<file path="config.mk">
export PLATFORM = sky130hd
export DESIGN_NAME = pc_dbg_gen_flat
export DESIGN_NICKNAME = d
export VERILOG_FILES = /design/src/rtl/pc_dbg_if.sv /design/src/rtl/pc_dbg_gen.sv /design/src/flat_wrapper.sv
export SDC_FILE = /design/constraint.sdc
export NUM_CORES = 1
export LEC_CHECK = 0
export ABC_CLOCK_PERIOD_IN_PS = 4700
export CORE_UTILIZATION = 55
export CTS_CLUSTER_DIAMETER = 100
export DETAILED_ROUTE_END_ITERATION = 10
export PLACE_DENSITY = 0.81
export SLEW_MARGIN = 15
export SYNTH_ARGS = -nofsm -noshare
export SYNTH_HDL_FRONTEND = slang
export SYNTH_SLANG_ARGS = --single-unit
</file>
<file path="constraint.sdc">
create_clock -name clk -period 4.7 [get_ports clk]
set_input_delay 0.94 -clock clk [delete_from_list [all_inputs] [get_ports clk]]
set_output_delay 0.94 -clock clk [all_outputs]
set_load 0.005 [all_outputs]
</file>
<file path="src/rtl/pc_dbg_if.sv">
// Fetch-PC generator bus: pipeline control, breakpoint programming and debug handshake.
// The master side drives requests; the slave side (pc_dbg_gen) returns PC and debug status.
interface pc_dbg_if #(
    parameter int unsigned ADDR_W  = 32,
    parameter int unsigned NUM_BP  = 4,
    parameter int unsigned STALL_W = 6
);
    localparam int unsigned IDX_W = (NUM_BP > 1) ? $clog2(NUM_BP) : 1;

    logic [STALL_W-1:0] stall;
    logic               branch_flag_i;
    logic [ADDR_W-1:0]  branch_target_address_i;
    logic               cp0_branch_flag;
    logic [ADDR_W-1:0]  cp0_branch_addr;
    logic               bp_wr_en;
    logic [IDX_W-1:0]   bp_wr_idx;
    logic [ADDR_W-1:0]  bp_wr_addr;
    logic               bp_wr_valid;
    logic               dbg_halt_req;
    logic               dbg_resume;
    logic               dbg_step;
    logic [ADDR_W-1:0]  pc;
    logic               ce;
    logic               stop_o;
    logic               has_break;
    logic [IDX_W-1:0]   bp_hit_idx;
    logic [1:0]         dbg_state;

    modport master (
        output stall, branch_flag_i, branch_target_address_i, cp0_branch_flag, cp0_branch_addr,
               bp_wr_en, bp_wr_idx, bp_wr_addr, bp_wr_valid, dbg_halt_req, dbg_resume, dbg_step,
        input  pc, ce, stop_o, has_break, bp_hit_idx, dbg_state
    );

    modport slave (
        input  stall, branch_flag_i, branch_target_address_i, cp0_branch_flag, cp0_branch_addr,
               bp_wr_en, bp_wr_idx, bp_wr_addr, bp_wr_valid, dbg_halt_req, dbg_resume, dbg_step,
        output pc, ce, stop_o, has_break, bp_hit_idx, dbg_state
    );
endinterface

</file>
<file path="src/rtl/pc_dbg_gen.sv">
// MiniMIPS32 fetch PC generator: CP0 redirect > branch > sequential, with stall,
// programmable PC breakpoints and a RUN/HALT/STEP debug controller.
module pc_dbg_gen #(
    parameter int unsigned        ADDR_W    = 32,
    parameter logic [ADDR_W-1:0]  RESET_VEC = ADDR_W'(32'hBFC00000),
    parameter int unsigned        PC_INC    = 4,
    parameter int unsigned        NUM_BP    = 4,
    parameter int unsigned        STALL_W   = 6
) (
    input  logic     clk,
    input  logic     rst,
    pc_dbg_if.slave  bus
);
    localparam int unsigned IDX_W = (NUM_BP > 1) ? $clog2(NUM_BP) : 1;

    typedef enum logic [1:0] {
        ST_RUN  = 2'b00,
        ST_HALT = 2'b01,
        ST_STEP = 2'b10
    } state_e;

    state_e             state_q, state_d;
    logic [ADDR_W-1:0]  pc_q, pc_d;
    logic               ce_q, ce_d;
    logic [ADDR_W-1:0]  bp_addr_q [NUM_BP];
    logic [ADDR_W-1:0]  bp_addr_d [NUM_BP];
    logic [NUM_BP-1:0]  bp_valid_q, bp_valid_d;
    logic               bp_mask_q, bp_mask_d;
    logic               has_break_q, has_break_d;
    logic [IDX_W-1:0]   bp_hit_idx_q, bp_hit_idx_d;

    logic               bp_match_c;
    logic [IDX_W-1:0]   hit_idx_c;
    logic               hit_c;
    logic               adv_c;
    logic               pc_upd_c;
    logic               leave_halt_c;
    logic               unused_stall_c;

    // Breakpoint compare; descending scan so the lowest matching entry wins.
    always_comb begin
        bp_match_c = 1'b0;
        hit_idx_c  = '0;
        for (int i = int'(NUM_BP) - 1; i >= 0; i--) begin
            if (bp_valid_q[i] && (bp_addr_q[i] == pc_q)) begin
                bp_match_c = 1'b1;
                hit_idx_c  = IDX_W'(i);
            end
        end
        hit_c = ce_q && (state_q == ST_RUN) && !bp_mask_q && bp_match_c;
    end

    // Next-state, next-PC and breakpoint table update.
    always_comb begin
        state_d       = state_q;
        pc_d          = pc_q;
        ce_d          = 1'b1;
        bp_addr_d     = bp_addr_q;
        bp_valid_d    = bp_valid_q;
        bp_mask_d     = bp_mask_q;
        has_break_d   = 1'b0;
        bp_hit_idx_d  = bp_hit_idx_q;
        leave_halt_c  = 1'b0;

        adv_c    = ce_q && !bus.stall[0] &&
                   (((state_q == ST_RUN) && !hit_c && !bus.dbg_halt_req) || (state_q == ST_STEP));
        pc_upd_c = ce_q && (bus.cp0_branch_flag || adv_c);

        for (int i = 0; i < int'(NUM_BP); i++) begin
            if (bus.bp_wr_en && (bus.bp_wr_idx == IDX_W'(i))) begin
                bp_addr_d[i]  = bus.bp_wr_addr;
                bp_valid_d[i] = bus.bp_wr_valid;
            end
        end

        if (ce_q) begin
            if (bus.cp0_branch_flag) begin
                pc_d = bus.cp0_branch_addr;
            end else if (adv_c) begin
                pc_d = bus.branch_flag_i ? bus.branch_target_address_i : pc_q + ADDR_W'(PC_INC);
            end

            if (hit_c) begin
                has_break_d  = 1'b1;
                bp_hit_idx_d = hit_idx_c;
            end

            unique case (state_q)
                ST_RUN: begin
                    if (hit_c || bus.dbg_halt_req) state_d = ST_HALT;
                end
                ST_HALT: begin
                    if (bus.dbg_resume) begin
                        state_d      = ST_RUN;
                        leave_halt_c = 1'b1;
                    end else if (bus.dbg_step) begin
                        state_d      = ST_STEP;
                        leave_halt_c = 1'b1;
                    end
                end
                ST_STEP: begin
                    if (pc_upd_c) state_d = ST_HALT;
                end
                default: state_d = ST_RUN;
            endcase

            // Mask lets execution leave a breakpoint address it was halted on.
            if (pc_upd_c)     bp_mask_d = 1'b0;
            if (leave_halt_c) bp_mask_d = 1'b1;
        end
    end

    always_ff @(posedge clk or negedge rst) begin
        if (!rst) begin
            state_q      <= ST_RUN;
            pc_q         <= RESET_VEC;
            ce_q         <= 1'b0;
            bp_valid_q   <= '0;
            bp_mask_q    <= 1'b0;
            has_break_q  <= 1'b0;
            bp_hit_idx_q <= '0;
            for (int i = 0; i < int'(NUM_BP); i++) bp_addr_q[i] <= '0;
        end else begin
            state_q      <= state_d;
            pc_q         <= pc_d;
            ce_q         <= ce_d;
            bp_valid_q   <= bp_valid_d;
            bp_mask_q    <= bp_mask_d;
            has_break_q  <= has_break_d;
            bp_hit_idx_q <= bp_hit_idx_d;
            bp_addr_q    <= bp_addr_d;
        end
    end

    assign unused_stall_c = ^bus.stall;

    assign bus.pc         = pc_q;
    assign bus.ce         = ce_q;
    assign bus.stop_o     = (state_q != ST_RUN) || hit_c || bus.dbg_halt_req;
    assign bus.has_break  = has_break_q;
    assign bus.bp_hit_idx = bp_hit_idx_q;
    assign bus.dbg_state  = state_q;
endmodule

</file>
<file path="src/flat_wrapper.sv">
// flat-port wrapper written by rule: the top's interface ports become plain ports
module pc_dbg_gen_flat 
#(
    parameter int unsigned        ADDR_W    = 32,
    parameter logic [ADDR_W-1:0]  RESET_VEC = ADDR_W'(32'hBFC00000),
    parameter int unsigned        PC_INC    = 4,
    parameter int unsigned        NUM_BP    = 4,
    parameter int unsigned        STALL_W   = 6
)
  (clk, rst, bus_stall, bus_branch_flag_i, bus_branch_target_address_i, bus_cp0_branch_flag, bus_cp0_branch_addr, bus_bp_wr_en, bus_bp_wr_idx, bus_bp_wr_addr, bus_bp_wr_valid, bus_dbg_halt_req, bus_dbg_resume, bus_dbg_step, bus_pc, bus_ce, bus_stop_o, bus_has_break, bus_bp_hit_idx, bus_dbg_state);
  pc_dbg_if #(.ADDR_W(ADDR_W), .NUM_BP(NUM_BP), .STALL_W(STALL_W)) bus_i ();
  input  logic clk;
  input  logic rst;
  input wire logic [$bits(bus_i.stall)-1:0] bus_stall;
  input wire logic [$bits(bus_i.branch_flag_i)-1:0] bus_branch_flag_i;
  input wire logic [$bits(bus_i.branch_target_address_i)-1:0] bus_branch_target_address_i;
  input wire logic [$bits(bus_i.cp0_branch_flag)-1:0] bus_cp0_branch_flag;
  input wire logic [$bits(bus_i.cp0_branch_addr)-1:0] bus_cp0_branch_addr;
  input wire logic [$bits(bus_i.bp_wr_en)-1:0] bus_bp_wr_en;
  input wire logic [$bits(bus_i.bp_wr_idx)-1:0] bus_bp_wr_idx;
  input wire logic [$bits(bus_i.bp_wr_addr)-1:0] bus_bp_wr_addr;
  input wire logic [$bits(bus_i.bp_wr_valid)-1:0] bus_bp_wr_valid;
  input wire logic [$bits(bus_i.dbg_halt_req)-1:0] bus_dbg_halt_req;
  input wire logic [$bits(bus_i.dbg_resume)-1:0] bus_dbg_resume;
  input wire logic [$bits(bus_i.dbg_step)-1:0] bus_dbg_step;
  output wire logic [$bits(bus_i.pc)-1:0] bus_pc;
  output wire logic [$bits(bus_i.ce)-1:0] bus_ce;
  output wire logic [$bits(bus_i.stop_o)-1:0] bus_stop_o;
  output wire logic [$bits(bus_i.has_break)-1:0] bus_has_break;
  output wire logic [$bits(bus_i.bp_hit_idx)-1:0] bus_bp_hit_idx;
  output wire logic [$bits(bus_i.dbg_state)-1:0] bus_dbg_state;
  assign bus_i.stall = bus_stall;
  assign bus_i.branch_flag_i = bus_branch_flag_i;
  assign bus_i.branch_target_address_i = bus_branch_target_address_i;
  assign bus_i.cp0_branch_flag = bus_cp0_branch_flag;
  assign bus_i.cp0_branch_addr = bus_cp0_branch_addr;
  assign bus_i.bp_wr_en = bus_bp_wr_en;
  assign bus_i.bp_wr_idx = bus_bp_wr_idx;
  assign bus_i.bp_wr_addr = bus_bp_wr_addr;
  assign bus_i.bp_wr_valid = bus_bp_wr_valid;
  assign bus_i.dbg_halt_req = bus_dbg_halt_req;
  assign bus_i.dbg_resume = bus_dbg_resume;
  assign bus_i.dbg_step = bus_dbg_step;
  assign bus_pc = bus_i.pc;
  assign bus_ce = bus_i.ce;
  assign bus_stop_o = bus_i.stop_o;
  assign bus_has_break = bus_i.has_break;
  assign bus_bp_hit_idx = bus_i.bp_hit_idx;
  assign bus_dbg_state = bus_i.dbg_state;
  pc_dbg_gen #(.ADDR_W(ADDR_W), .RESET_VEC(RESET_VEC), .PC_INC(PC_INC), .NUM_BP(NUM_BP), .STALL_W(STALL_W)) u_core (.clk(clk), .rst(rst), .bus(bus_i));
endmodule
</file>
==> results.yml <==
status:
  status: "completed"
sta:
  timing.max_slew.rel_slack_pct: 27.6
  setup_violations: 0
  timing_max_transition_violations_final: 0
  setup_tns_final_ps: 0
  fin_crit_ps: 4290
  fmax_mhz: 233
  fin_crit_sh_pct: 91.2
  worstMarginPinSlew_ps: 1090
  rsz0062_at_grt: "false"
  hold_viol_final: 0
  fin_worst_skew_ps: 12.7
  hold_slack_ps: 526
pwr:
  power_density_mw_per_mm2: 459
  p_leak_uw: 0.00482
  fin_total_pwr_uw: 5440
  irDropWorstVdd_uv: 271
grt:
  top_usage_layer_grt: "met2"
  grt_antenna_before_repair: 0
  globalRouteOverflowTotal: 0
  grt.met1_usage_pct: 46.2
  first_pass_grt_wire_length_um: 46500
  use_met3_pct: 5.86
  groute.layer.met2.usage_pct: 58.2
  vias_in_the_first_global_route: 7861
  grt_start_max_net_pins: 100
  grt_usage_pct: 34.7
yosys:
  synth-edff-count: 0
  synth_ff_type: "dfrtp_1"
  postSynthAreaPerCell_um2: 11.0
  synthesis.yosys.warnings: 0
  synth.distinct_cells: 70
  netlist_area_mm2: 0.00970
  postSynthCellCount: 878
  yosys_register_bits: 171
  syn_nets: 992
  sequential_cell_area_fraction_in_the_yosys_report_pct: 44.2
  async_reset_ff_share_pct: 100
worst_setup_path:
  timing.critical_path.slowest_cell_delay_ps: 750
  path_class: "reg2out"
  timing.critical_path.arrival_ps: 3350
  timing.critical_path.required_ps: 3760
  slowest_stage: "dfrtp_1"
  worstPathMaxFanout: 8
  critical_path.most_common_cell: "nor4_1"
  critical_path.endpoint_type: "output pin"
  critical_path_launch_point_type: "flip-flop"
  critical_path_cell_by_cell: "xor2_1, nor4_1, nand4_1, nor4_1, a2111oi_4, o21ai_0, clkdlybuf4s50_1"
route:
  drtAntennaViolNets: 0
  first_iteration_detailed_routing_drc_count: 675
  route.vias.total: 7794
  drt_wl_total_um: 30500
  post-route-drc-count: 0
  drt_first_pass_iters: 6
  viasPerCell: 6.33
  routed_wire_length_per_instance_um: 24.8
clock_tree:
  clk_pin_slew_ps: 70
  worst_skew_pair.late_latency_ps: 430
  cts_hold_buf: 0
  cts_htree_levels: 4
  number_of_buffers_created_by_cts: 17
  numClockSinks: 171
  cts_max_path_buffers: 2
  cts_setup_buffers: 0
  cts_resized: 0
  clockRootBuffer: "clkbuf_16"
  tritoncts: "yes"
placement:
  place.port_buffers: 146
  placement.cell_area_mm2: 0.0112
  place_congestion: 0.979
  detailed_place_hpwl_um: 22400
die:
  die_area_mm2: 0.0182
  rows: 48
  core_box_area_mm2: 0.0172
  die_x_um: 135
  initial_core_utilization_pct: 56.3
  die_y_um: 135
  ioPinCount: 152
finish:
  syn2layout_area_growth_pct: 22.1
  num_antenna_cells: 0
  final_cell_area_mm2: 0.0118
  ratio_of_cells_with_drive_above_1_in_the_final_layout_pct: 21.9
  final_net_count: 1107
worst_hold_path:
  hp-class: "reg2reg"
flow_run:
  maxcap_violations: 0
## sequential cells by signal, indices dropped and copies added (netlist names)
| register | flops |
|---|---|
| u_core.bp_addr_q | 128 |
| u_core.bp_mask_q | 1 |
| u_core.bp_valid_q | 4 |
| u_core.bus.bp_hit_idx | 2 |
| u_core.bus.ce | 1 |
| u_core.bus.dbg_state | 2 |
| u_core.bus.has_break | 1 |
| u_core.bus.pc | 32 |
## power breakdown
part | leakage [µW] | internal [µW] | switching, µW | total [µW]
sequential | 0.00203 | 1780 | 430 | 2210
clock | 0.000305 | 931 | 598 | 1530
combinational | 0.00248 | 799 | 905 | 1700
total | 0.00482 | 3500 | 1930 | 5440
## worst paths after layout
path / from / to / slack [ps] / depth (start not counted)
max: u_core.bus.pc[11] / bus_stop_o / 410 / 7
min: u_core.bp_addr_q[34] / u_core.bp_addr_q[34] / 530 / 1
max reg2reg: u_core.bus.pc[25] / u_core.bus.pc[23] / 1360 / 9
min reg2reg: u_core.bp_addr_q[34] / u_core.bp_addr_q[34] / 530 / 1
max in group asynchronous: rst / u_core.bus.pc[22] / 3160 / 2
min in group asynchronous: rst / u_core.bus.pc[2] / 580 / 1
## cell usage in the layout, fill, tap and decap left out, types with 10 or more instances in the layout
cell type        synthesis  layout
a21oi_1                 23      23
and3_1                  10      10
buf_4                    7      19
clkbuf_16                0      17
clkdlybuf4s50_1          0     144
dfrtp_1                162     162
mux2_2                 133     133
nand2_1                 51      51
nand3_1                 19      19
nand4_1                 19      19
nor2_1                  28      28
nor3_1                  15      15
nor4_1                  46      46
o211ai_1                21      21
o21ai_0                 22      22
xnor2_1                 20      20
xor2_1                 111     111
## worst max-delay path: cells and delay by family, from the launching register on
family | cells | cell delay, ps
and+or+nand+nor | 3 | 1050
DFF | 1 | 750
buffers and inverters | 1 | 550
AOI/OAI and AO/OA | 2 | 390
xor gates and xnor gates | 1 | 170
## layout make-up
cell class	instances	area, µm²
Sequential cell	171	4290
Multi-Input combinational cell	631	5010
Clock buffer	21	470
Tap cell	225	282
Fill cell	1300	5390
Timing Repair Buffer	165	1600
Clock inverter	11	166
Inverter	7	26.3
## per-layer routing
metal / routed length [µm] / vias up
met2: 14600 / 395
li1: - / 3448
met1: 12900 / 3897
met3: 2140 / 54
met5: 0 / -
met4: 823 / 0
## cells in the mapped netlist, types with 3 or more instances
library cell    n  area, µm²
xnor2_1        20        175
a31oi_1         6       37.5
inv_1           7       26.3
nand2_1        51        191
nor2_1         28        105
and3_1         10       62.6
buf_2          27        135
o21a_1          3       22.5
a21oi_1        23        115
o31ai_1         6       45.0
o21ai_0        22        110
o311a_1         5       50.1
and4b_1         3       30.0
and2_1          4       25.0
mux2_2        133       1500
o211ai_2        8        100
o311ai_0        5       43.8
or3_1           3       18.8
nand3_1        19       95.1
buf_6           6       67.6
dfstp_2         9        236
buf_4           7       52.6
nand2b_1        6       37.5
clkbuf_1       25       93.8
mux2_4          7        105
a22oi_1         5       37.5
a221o_1         7       70.1
o211ai_1       21        158
nor4b_1         3       26.3
and4_1          3       26.3
nor4_1         46        288
dfrtp_1       162       4050
nand4_1        19        119
xor2_1        111        972
nor3_1         15       75.1
## logic make-up (layout without fill, tap and decap cells)
logic type	after synthesis	count (layout)	share of synthesized area, %
compound gates	129	129	10.1
xor+xnor	131	131	11.8
fa+ha+maj	1	1	0.129
buf+inv	76	204	4.15
flops	171	171	44.2
mux	141	141	16.6
other cells	1	1	0.0387
simple gates	228	228	12.9
## metrics by stage
| stage | std cells | utilization, % | setup WS (ps) |
|---|---|---|---|
| floorplan | 878 | - | 1810 |
| global placement | 1199 | 65.0 | 848 |
| detailed placement | 1199 | 65.0 | 924 |
| CTS | 1231 | 68.7 | 440 |
| global route | 1231 | 68.7 | 285 |
| finish | 1231 | 68.7 | 413 |
Note: power is estimated with default switching activity, not from simulation.
